## src/rtl/myip.sv

```systemverilog
`timescale 1ns/1ps
// myip -- UART block-sum engine.
//
// Receives NUM_IN_BYTES serial bytes (8N1) on uart_txd_in and sums each run
// of NUM_IN_BYTES/NUM_OUT_BYTES consecutive bytes modulo 256. Once a frame
// is complete it sends the NUM_OUT_BYTES sums back-to-back on uart_rxd_out,
// then waits for the next frame.
//
// Parameters
//   CLKS_PER_BIT   sysclk cycles per UART bit (>= 2)
//   NUM_IN_BYTES   bytes received per frame (integer multiple of NUM_OUT_BYTES)
//   NUM_OUT_BYTES  result bytes transmitted per frame
//
// Ports
//   sysclk        in   system clock, rising edge
//   rst_n         in   asynchronous active-low reset
//   uart_txd_in   in   serial input, idle high, asynchronous to sysclk
//   uart_rxd_out  out  serial output, idle high, registered
//
// Build option
//   MYIP_FRAME_CHECK_EN  when defined, a byte whose stop bit samples low is
//                        dropped and the receiver waits for the line to go
//                        high before it looks for the next start bit. When
//                        undefined, the stop bit is ignored.
module myip #(
    parameter int CLKS_PER_BIT  = 1250,
    parameter int NUM_IN_BYTES  = 3072,
    parameter int NUM_OUT_BYTES = 32
) (
    input  logic sysclk,
    input  logic rst_n,
    input  logic uart_txd_in,
    output logic uart_rxd_out
);

    localparam int BLK_BYTES = NUM_IN_BYTES / NUM_OUT_BYTES;
    localparam int CNT_W     = (CLKS_PER_BIT > 1) ? $clog2(CLKS_PER_BIT) : 1;
    localparam int POS_W     = (BLK_BYTES > 1) ? $clog2(BLK_BYTES) : 1;
    localparam int IDX_W     = (NUM_OUT_BYTES > 1) ? $clog2(NUM_OUT_BYTES) : 1;

    localparam logic [CNT_W-1:0] BIT_LAST  = CNT_W'(CLKS_PER_BIT - 1);
    localparam logic [CNT_W-1:0] HALF_LAST = CNT_W'(CLKS_PER_BIT / 2 - 1);
    localparam logic [POS_W-1:0] POS_LAST  = POS_W'(BLK_BYTES - 1);
    localparam logic [IDX_W-1:0] IDX_LAST  = IDX_W'(NUM_OUT_BYTES - 1);

    // Block sums wrap; the carry out of bit 7 is intentionally discarded.
    function automatic logic [7:0] add_mod256(input logic [7:0] a, input logic [7:0] b);
        return a + b;
    endfunction

    typedef enum logic {ST_RECEIVE, ST_TRANSMIT} top_state_t;
    typedef enum logic [2:0] {RX_IDLE, RX_START, RX_DATA, RX_STOP, RX_WAIT_HIGH} rx_state_t;
    typedef enum logic [1:0] {TX_IDLE, TX_START, TX_DATA, TX_STOP} tx_state_t;

    top_state_t top_state, top_next;
    logic       accept;
    logic       enter_tx;
    logic       tx_done;

    // ---- input synchronizer (p0, p1) and edge history ----
    logic sync_p0, sync_p1, rx_prev;

    always_ff @(posedge sysclk or negedge rst_n) begin
        if (!rst_n) begin
            sync_p0 <= 1'b1;
            sync_p1 <= 1'b1;
            rx_prev <= 1'b1;
        end else begin
            sync_p0 <= uart_txd_in;
            sync_p1 <= sync_p0;
            rx_prev <= sync_p1;
        end
    end

    // ---- receiver ----
    rx_state_t        rx_state, rx_next;
    logic [CNT_W-1:0] rx_cnt;
    logic [2:0]       rx_bit;
    logic [7:0]       rx_shift;
    logic             rx_valid;
    logic             rx_ign;
    logic             rx_fall, rx_half, rx_full, rx_byte_done, rx_stop_ok;

    assign rx_fall      = rx_prev & ~sync_p1;
    assign rx_half      = (rx_cnt == HALF_LAST);
    assign rx_full      = (rx_cnt == BIT_LAST);
    assign rx_byte_done = (rx_state == RX_STOP) && rx_full;
`ifdef MYIP_FRAME_CHECK_EN
    assign rx_stop_ok   = sync_p1;
`else
    assign rx_stop_ok   = 1'b1;
`endif

    always_comb begin
        rx_next = rx_state;
        case (rx_state)
            RX_IDLE:      if (rx_fall) rx_next = RX_START;
            // Start bit must still be low at its centre, otherwise it was a glitch.
            RX_START:     if (rx_half) rx_next = sync_p1 ? RX_IDLE : RX_DATA;
            RX_DATA:      if (rx_full && rx_bit == 3'd7) rx_next = RX_STOP;
            RX_STOP: begin
                if (rx_full) begin
`ifdef MYIP_FRAME_CHECK_EN
                    rx_next = sync_p1 ? RX_IDLE : RX_WAIT_HIGH;
`else
                    rx_next = RX_IDLE;
`endif
                end
            end
            RX_WAIT_HIGH: if (sync_p1) rx_next = RX_IDLE;
            default:      rx_next = RX_IDLE;
        endcase
    end

    always_ff @(posedge sysclk or negedge rst_n) begin
        if (!rst_n) begin
            rx_state <= RX_IDLE;
            rx_cnt   <= '0;
            rx_bit   <= '0;
            rx_shift <= '0;
            rx_valid <= 1'b0;
            rx_ign   <= 1'b0;
        end else begin
            rx_state <= rx_next;
            rx_valid <= rx_byte_done && rx_stop_ok;
            if (rx_state == RX_IDLE || rx_state != rx_next || rx_full)
                rx_cnt <= '0;
            else
                rx_cnt <= rx_cnt + 1'b1;
            // A byte whose start edge lands in TRANSMIT (including the switch
            // cycle itself) is received normally but never delivered.
            if (rx_state == RX_IDLE && rx_fall)
                rx_ign <= (top_next == ST_TRANSMIT);
            if (rx_state == RX_START)
                rx_bit <= '0;
            if (rx_state == RX_DATA && rx_full) begin
                rx_shift <= {sync_p1, rx_shift[7:1]};
                rx_bit   <= rx_bit + 3'd1;
            end
        end
    end

    // ---- frame accumulation and top-level FSM ----
    logic [7:0]       acc;
    logic [POS_W-1:0] blk_pos;
    logic [IDX_W-1:0] blk_idx;
    logic [7:0]       results [NUM_OUT_BYTES];

    assign accept   = rx_valid && !rx_ign && (top_state == ST_RECEIVE);
    assign enter_tx = accept && (blk_pos == POS_LAST) && (blk_idx == IDX_LAST);

    always_comb begin
        top_next = top_state;
        case (top_state)
            ST_RECEIVE:  if (enter_tx) top_next = ST_TRANSMIT;
            ST_TRANSMIT: if (tx_done)  top_next = ST_RECEIVE;
            default:     top_next = ST_RECEIVE;
        endcase
    end

    always_ff @(posedge sysclk or negedge rst_n) begin
        if (!rst_n)
            top_state <= ST_RECEIVE;
        else
            top_state <= top_next;
    end

    // Counters wrap to zero on the frame's last byte, so the next frame
    // starts clean as soon as TRANSMIT finishes.
    always_ff @(posedge sysclk or negedge rst_n) begin
        if (!rst_n) begin
            acc     <= '0;
            blk_pos <= '0;
            blk_idx <= '0;
            for (int i = 0; i < NUM_OUT_BYTES; i++)
                results[i] <= '0;
        end else if (accept) begin
            if (blk_pos == POS_LAST) begin
                results[blk_idx] <= add_mod256(acc, rx_shift);
                acc              <= '0;
                blk_pos          <= '0;
                blk_idx          <= (blk_idx == IDX_LAST) ? '0 : blk_idx + 1'b1;
            end else begin
                acc     <= add_mod256(acc, rx_shift);
                blk_pos <= blk_pos + 1'b1;
            end
        end
    end

    // ---- transmitter ----
    tx_state_t        tx_state, tx_next;
    logic [CNT_W-1:0] tx_cnt;
    logic [2:0]       tx_bit;
    logic [7:0]       tx_shift;
    logic [7:0]       tx_cur;
    logic [IDX_W-1:0] tx_sel;
    logic             tx_line;
    logic             tx_full;

    assign tx_full      = (tx_cnt == BIT_LAST);
    assign tx_cur       = results[tx_sel];
    assign tx_done      = (tx_state == TX_STOP) && tx_full && (tx_sel == IDX_LAST);
    assign uart_rxd_out = tx_line;

    always_comb begin
        tx_next = tx_state;
        case (tx_state)
            TX_IDLE:  if (enter_tx) tx_next = TX_START;
            TX_START: if (tx_full) tx_next = TX_DATA;
            TX_DATA:  if (tx_full && tx_bit == 3'd7) tx_next = TX_STOP;
            TX_STOP:  if (tx_full) tx_next = (tx_sel == IDX_LAST) ? TX_IDLE : TX_START;
            default:  tx_next = TX_IDLE;
        endcase
    end

    always_ff @(posedge sysclk or negedge rst_n) begin
        if (!rst_n) begin
            tx_state <= TX_IDLE;
            tx_cnt   <= '0;
            tx_bit   <= '0;
            tx_shift <= '0;
            tx_sel   <= '0;
            tx_line  <= 1'b1;
        end else begin
            tx_state <= tx_next;
            if (tx_state == TX_IDLE || tx_full)
                tx_cnt <= '0;
            else
                tx_cnt <= tx_cnt + 1'b1;
            case (tx_state)
                TX_IDLE: begin
                    if (enter_tx) begin
                        tx_line <= 1'b0;
                        tx_sel  <= '0;
                    end
                end
                // The result byte is fetched at the end of the start bit, by
                // which time the last block's sum is already in the file.
                TX_START: begin
                    if (tx_full) begin
                        tx_line  <= tx_cur[0];
                        tx_shift <= tx_cur >> 1;
                        tx_bit   <= '0;
                    end
                end
                TX_DATA: begin
                    if (tx_full) begin
                        if (tx_bit == 3'd7) begin
                            tx_line <= 1'b1;
                        end else begin
                            tx_line  <= tx_shift[0];
                            tx_shift <= tx_shift >> 1;
                            tx_bit   <= tx_bit + 3'd1;
                        end
                    end
                end
                TX_STOP: begin
                    if (tx_full) begin
                        if (tx_sel == IDX_LAST) begin
                            tx_sel <= '0;
                        end else begin
                            tx_line <= 1'b0;
                            tx_sel  <= tx_sel + 1'b1;
                        end
                    end
                end
                default: tx_line <= 1'b1;
            endcase
        end
    end

endmodule

```

## config.mk

```make
export PLATFORM = sky130hd
export DESIGN_NAME = myip
export DESIGN_NICKNAME = d
export VERILOG_FILES = /design/src/rtl/myip.sv
export SDC_FILE = /design/constraint.sdc
export NUM_CORES = 1
export LEC_CHECK = 0
export CAP_MARGIN = 15
export CORE_MARGIN = 1.5
export CORE_UTILIZATION = 69
export CTS_CLUSTER_DIAMETER = 100
export DETAILED_ROUTE_END_ITERATION = 12
export PLACE_DENSITY = 0.91
export SYNTH_ARGS = -nofsm -noshare
export SYNTH_HDL_FRONTEND = slang
export SYNTH_SLANG_ARGS = --single-unit
```

## constraint.sdc

```tcl
create_clock -name sysclk -period 4.67 [get_ports sysclk]
set_input_delay 0.934 -clock sysclk [delete_from_list [all_inputs] [get_ports sysclk]]
set_output_delay 0.934 -clock sysclk [all_outputs]
set_load 0.01 [all_outputs]
```

## Word-level counts from Yosys, hierarchy flattened

Index checks and enable logic that the tools add are counted.

- Output and inout port bits: 1
- Word-level logic and storage cells: 164
- Flip-flop bits (word level): 337

- Muxes and demuxes: 48
- Add/sub/neg operators: 8
- Reductions and logical operators: 26
- Eq/ne operators: 23
- Order comparisons: 3
- Bitwise operators: 5

Operators by type and width:

| cell | number |
|---|---|
| $bwmux 256 | 1 |
| $mux 8 | 7 |
| $bmux 8 s5 | 1 |
| $demux 8 s5 | 1 |
| $mux 3 | 10 |
| $add 11x1->11 const B | 2 |
| $eq 11x11->1 const B | 2 |
| $mux 11 | 2 |
| $mux 5 | 4 |
| $pmux 8 s2 | 1 |
| $pmux 3 s5 | 1 |
| $ne 2x2->1 const B | 7 |
| $ge 6x6->1 const B | 2 |
| $logic_and 1x1->1 | 12 |
| $not 5->6 | 2 |
| $eq 11x10->1 const B | 1 |
| $add 5x1->5 const B | 2 |
| $eq 5x5->1 const B | 2 |
| $mux 2 | 5 |
| $pmux 5 s2 | 1 |
| $eq 3x3->1 const B | 3 |
| $mux 1 | 9 |
| $add 8x8->8 | 1 |
| $pmux 2 s4 | 1 |
| other kinds (24) | 33 |

## Longest topological paths before layout

- Word-level depth: 8
- Gate-level depth with buffers: 9
- Gate-level depth less buffers: 8

## Least setup slack after synthesis

No wires, ideal clock.

- Path kind: reg2reg
- Start point: reg rx_shift[3]
- End point: reg results[127] in the netlist's numbering
- Buffers on the path: 1
- Slack: 2.244 ns
- Library setup time: 0.131 ns
- Cell stages (with the launch flop): 8
- Arrival time: 2.295 ns
- Required time: 4.539 ns
- Path through: dfrtp_1 ha_1 and3_1 a2111o_1 o31a_1 xor2_1 buf_2 o21ai_1

- Word-level cells in the longest chain between the ends: 2

Ends and longest elaborated chain:

| item | line | RTL |
|---|---|---|
| from (decl) | 79 | `logic [7:0] rx_shift;` |
| from (signal assigned) | 137 | `rx_shift <= {sync_p1, rx_shift[7:1]};` |
| $add 8x8->8 | 48 | `return a + b;` |
| $bwmux 256 | 179 | `results[blk_idx] <= add_mod256(acc, rx_shift);` |
| to (signal, indexed assignment) | 179 |  |
| to (decl) | 147 | `logic [7:0] results [NUM_OUT_BYTES];` |

No other way between the ends.
A chain may end at the register's enable or synchronous reset.

## Worst setup path after layout

- Start point: reg top_state
- End point: reg results[96] in the netlist's numbering

- Word-level cells in the longest chain between the ends: 3

Ends and longest elaborated chain:

| item | line | RTL |
|---|---|---|
| from (decl) | 55 | `top_state_t top_state, top_next;` |
| from (signal assigned) | 165 | `top_state <= top_next;` |
| $not 1->1 | -- |  |
| $logic_and 1x1->1 | 149 | `assign accept = rx_valid && !rx_ign && (top_state == ST_RECEIVE);` |
| $reduce_and 2->1 (no source line) | -- |  |

No other way between the ends.

==> impl_metrics.ini <==
[synth]
ys_seq_area_share_pct = 53.10
synth_top_area_share_pct = 52.43
yosys.cell_count.top_type = dfrtp_1
synthFlopType = dfrtp_1
synth_area_mm2 = 0.01585
avgSynthCellArea_um2 = 12.58
synth_edf_count = 0
synth_area_leaders = dfrtp_1 52%, mux2_2 12%, mux4_2 9.8%, nand2_1 3.3%, ha_1 2.3%
yosys-top-cells-count = 332 x dfrtp_1, 171 x mux2_2, 140 x nand2_1, 69 x mux4_2, 69 x o21ai_0
ys_types = 74
yosys_warnings = 0
synthCells = 1260
yosysTopAreaCell = dfrtp_1
ys_seq_elements = 336
syn-num-nets = 1293
async_flop_share_pct = 100.0

[job]
maxCapViolCount = 0

[power]
irDropWorstVdd_mv = 0.2257
fin_total_pwr_mw = 6.115
leakage_nw = 7.903
powerDensity_mw_per_mm2 = 352.1

[clocking]
clk_latency_ns = 0.52
post_cts_resized = 0
cts-root-buf = clkbuf_16
clockBufferDepth = 3
cts_setup_buffers = 0
cts_tree = done
h-tree-depth = 2
cts_buffers = 36
numClockSinks = 336
clk_pin_slew_ns = 0.06
cts_hold_buf = 0

[placed_design]
dpl_cell_area_mm2 = 0.01609
gp_congestion = 0.9059
port_buffers = 3
dp.final_hpwl_um = 23770
pre_cts_ws_ns = 1.502

[sta]
tns_ns = 0
slew_violations = 0
fin_crit_sh_pct = 72.86
layout_setup_ws_ns = 1.267
hold_viol = 0
worstMarginPinSlew_ns = 1.093
layout_min_cycle_time_ns = 3.403
hold_slack_ns = 0.3542
finClkSkew_ns = 0.01694
rsz0062_at_grt = no
setup_viol = 0
fmax_mhz = 293.9
slew-limit-headroom_pct = 26.89

[min_path]
hold_class = flop to flop
whs_path_depth = 0
hp-start = sync_p0
whs_endpoint = sync_p1

[run_status]
status = complete, no violations

[layout]
layout.nets = 1278
diodes = 0
area_growth_pct = 9.626
final_area_mm2 = 0.01737
drive_gt1_share_pct = 28.77

[routing]
vias_per_cell = 7.092
drt_pass1_iterations = 6
route.vias.total = 11040
routed_wirelength_um = 39890
drt_iter0_markers = 1415
drcViolationCount = 0
wl_per_cell_um = 25.62
final_antenna_net_count = 0

[worst_setup_path]
crit_path_max_fanout = 25
r2r_end = results[96]
worst-r2r-setup-slack_ns = 1.27
cp-end-kind = flop
r2r-start = top_state
required_ns = 5.07
rr_worst_depth = 4
worstSetupStartpointType = flop
arrival_ns = 3.81
path_class = flop to flop

[floorplanning]
dieArea_mm2 = 0.02388
fp-row-count = 55
core_mm2 = 0.02257
die_x_um = 154.5
initial_utilization_pct = 70.20
ios = 4
die_h_um = 154.5

[grt]
grt_pass1_wl_um = 64010
grt_use_total_pct = 35.04
grt_pass1_vias = 11350
antenna_found_initial = 0
grt_max_degree = 121
grt.overflow.total = 0
## cells in the final DEF (no fill, tap or decap), drive strengths merged, types with 3 or more instances in the layout
master	instances
a22oi	10
inv	22
and2	5
and3	10
buf	21
a221o	3
a22o	7
nor2	78
a221oi	5
clkbuf	49
mux2	172
nand4	14
bufinv	5
xnor2	20
dfrtp	332
nand2	140
or2	3
o211ai	3
xor2	12
dfstp	4
ha	29
nor3b	5
a21o	3
o21ai	100
mux2i	8
mux4	69
clkinv	8
nand2b	8
nand3b	4
nor3	8
nor2b	9
a31oi	6
nand3	35
a21oi	24
## cell type report
type	instances	area, um^2
clock buffer	49	1041
clock inverter	16	216.5
fill	1184	5201
inverter	19	71.32
multi-input combinational	829	7037
sequential	336	8418
tap	285	356.6
timing repair buffer	23	230.2
## per-layer routing
metal | vias to the layer above | share of wire [%] | GRT usage [%]
met3 | 199 | 9.0 | 7.593
li1 | 4525 | - | -
met5 | - | 0 | 0
met4 | 0 | 5.6 | 17.95
met1 | 5561 | 37 | 46.54
met2 | 757 | 48 | 55.38
## sequential cells by signal, summed over array words and instances, names as in the netlist
register and cells:
tx_state 2, blk_idx 5, uart_rxd_out 1, tx_cnt 11, acc 8, blk_pos 7, rx_cnt 11, rx_state 3
rx_bit 3, tx_bit 3, rx_ign 1, sync_p0 1, rx_valid 1, rx_shift 8, sync_p1 1, tx_sel 5
rx_prev 1, top_state 1, tx_shift 7, results 256
## stage by stage
stage | util, % | instances
after floorplan | - | 1260
after global placement | 71.29 | 1491
after detailed placement | 71.29 | 1491
after CTS | 76.86 | 1556
after global routing | 76.96 | 1557
final | 76.96 | 1557
## worst max-delay path, cell delays in order, from the launching register on
cell and delay (ns):
dfrtp_1 0.42, or3b_1 0.67, nor3_4 0.98, nand3_1 0.71, mux2_2 0.49
## power breakdown
group | switching (mW) | internal [mW]
clock network | 1.17 | 1.85
logic | 0.101 | 0.0385
registers | 0.0277 | 2.93
## cells by family (layout without fill, tap and decap cells)
family / Yosys count / count (layout) / synth area share, %
mux: 249 / 249 / 22.54
simple gates: 335 / 335 / 10.42
xor+xnor: 32 / 32 / 1.816
buf+inv: 95 / 107 / 2.685
flops: 336 / 336 / 53.10
fa+ha+maj: 30 / 30 / 2.416
compound gates: 183 / 183 / 7.036
## how the worst max path moves through the flow
| stage | cells past startpoint | end | start |
|---|---|---|---|
| finish | 4 | results[96] | top_state |
| global route | 4 | results[96] | top_state |
| CTS | 4 | results[96] | top_state |
| detailed placement | 4 | results[96] | top_state |
| floorplan | 7 | results[127] | rx_shift[3] |
| global placement | 4 | results[104] | top_state |
(Power assumes the default switching activity.)
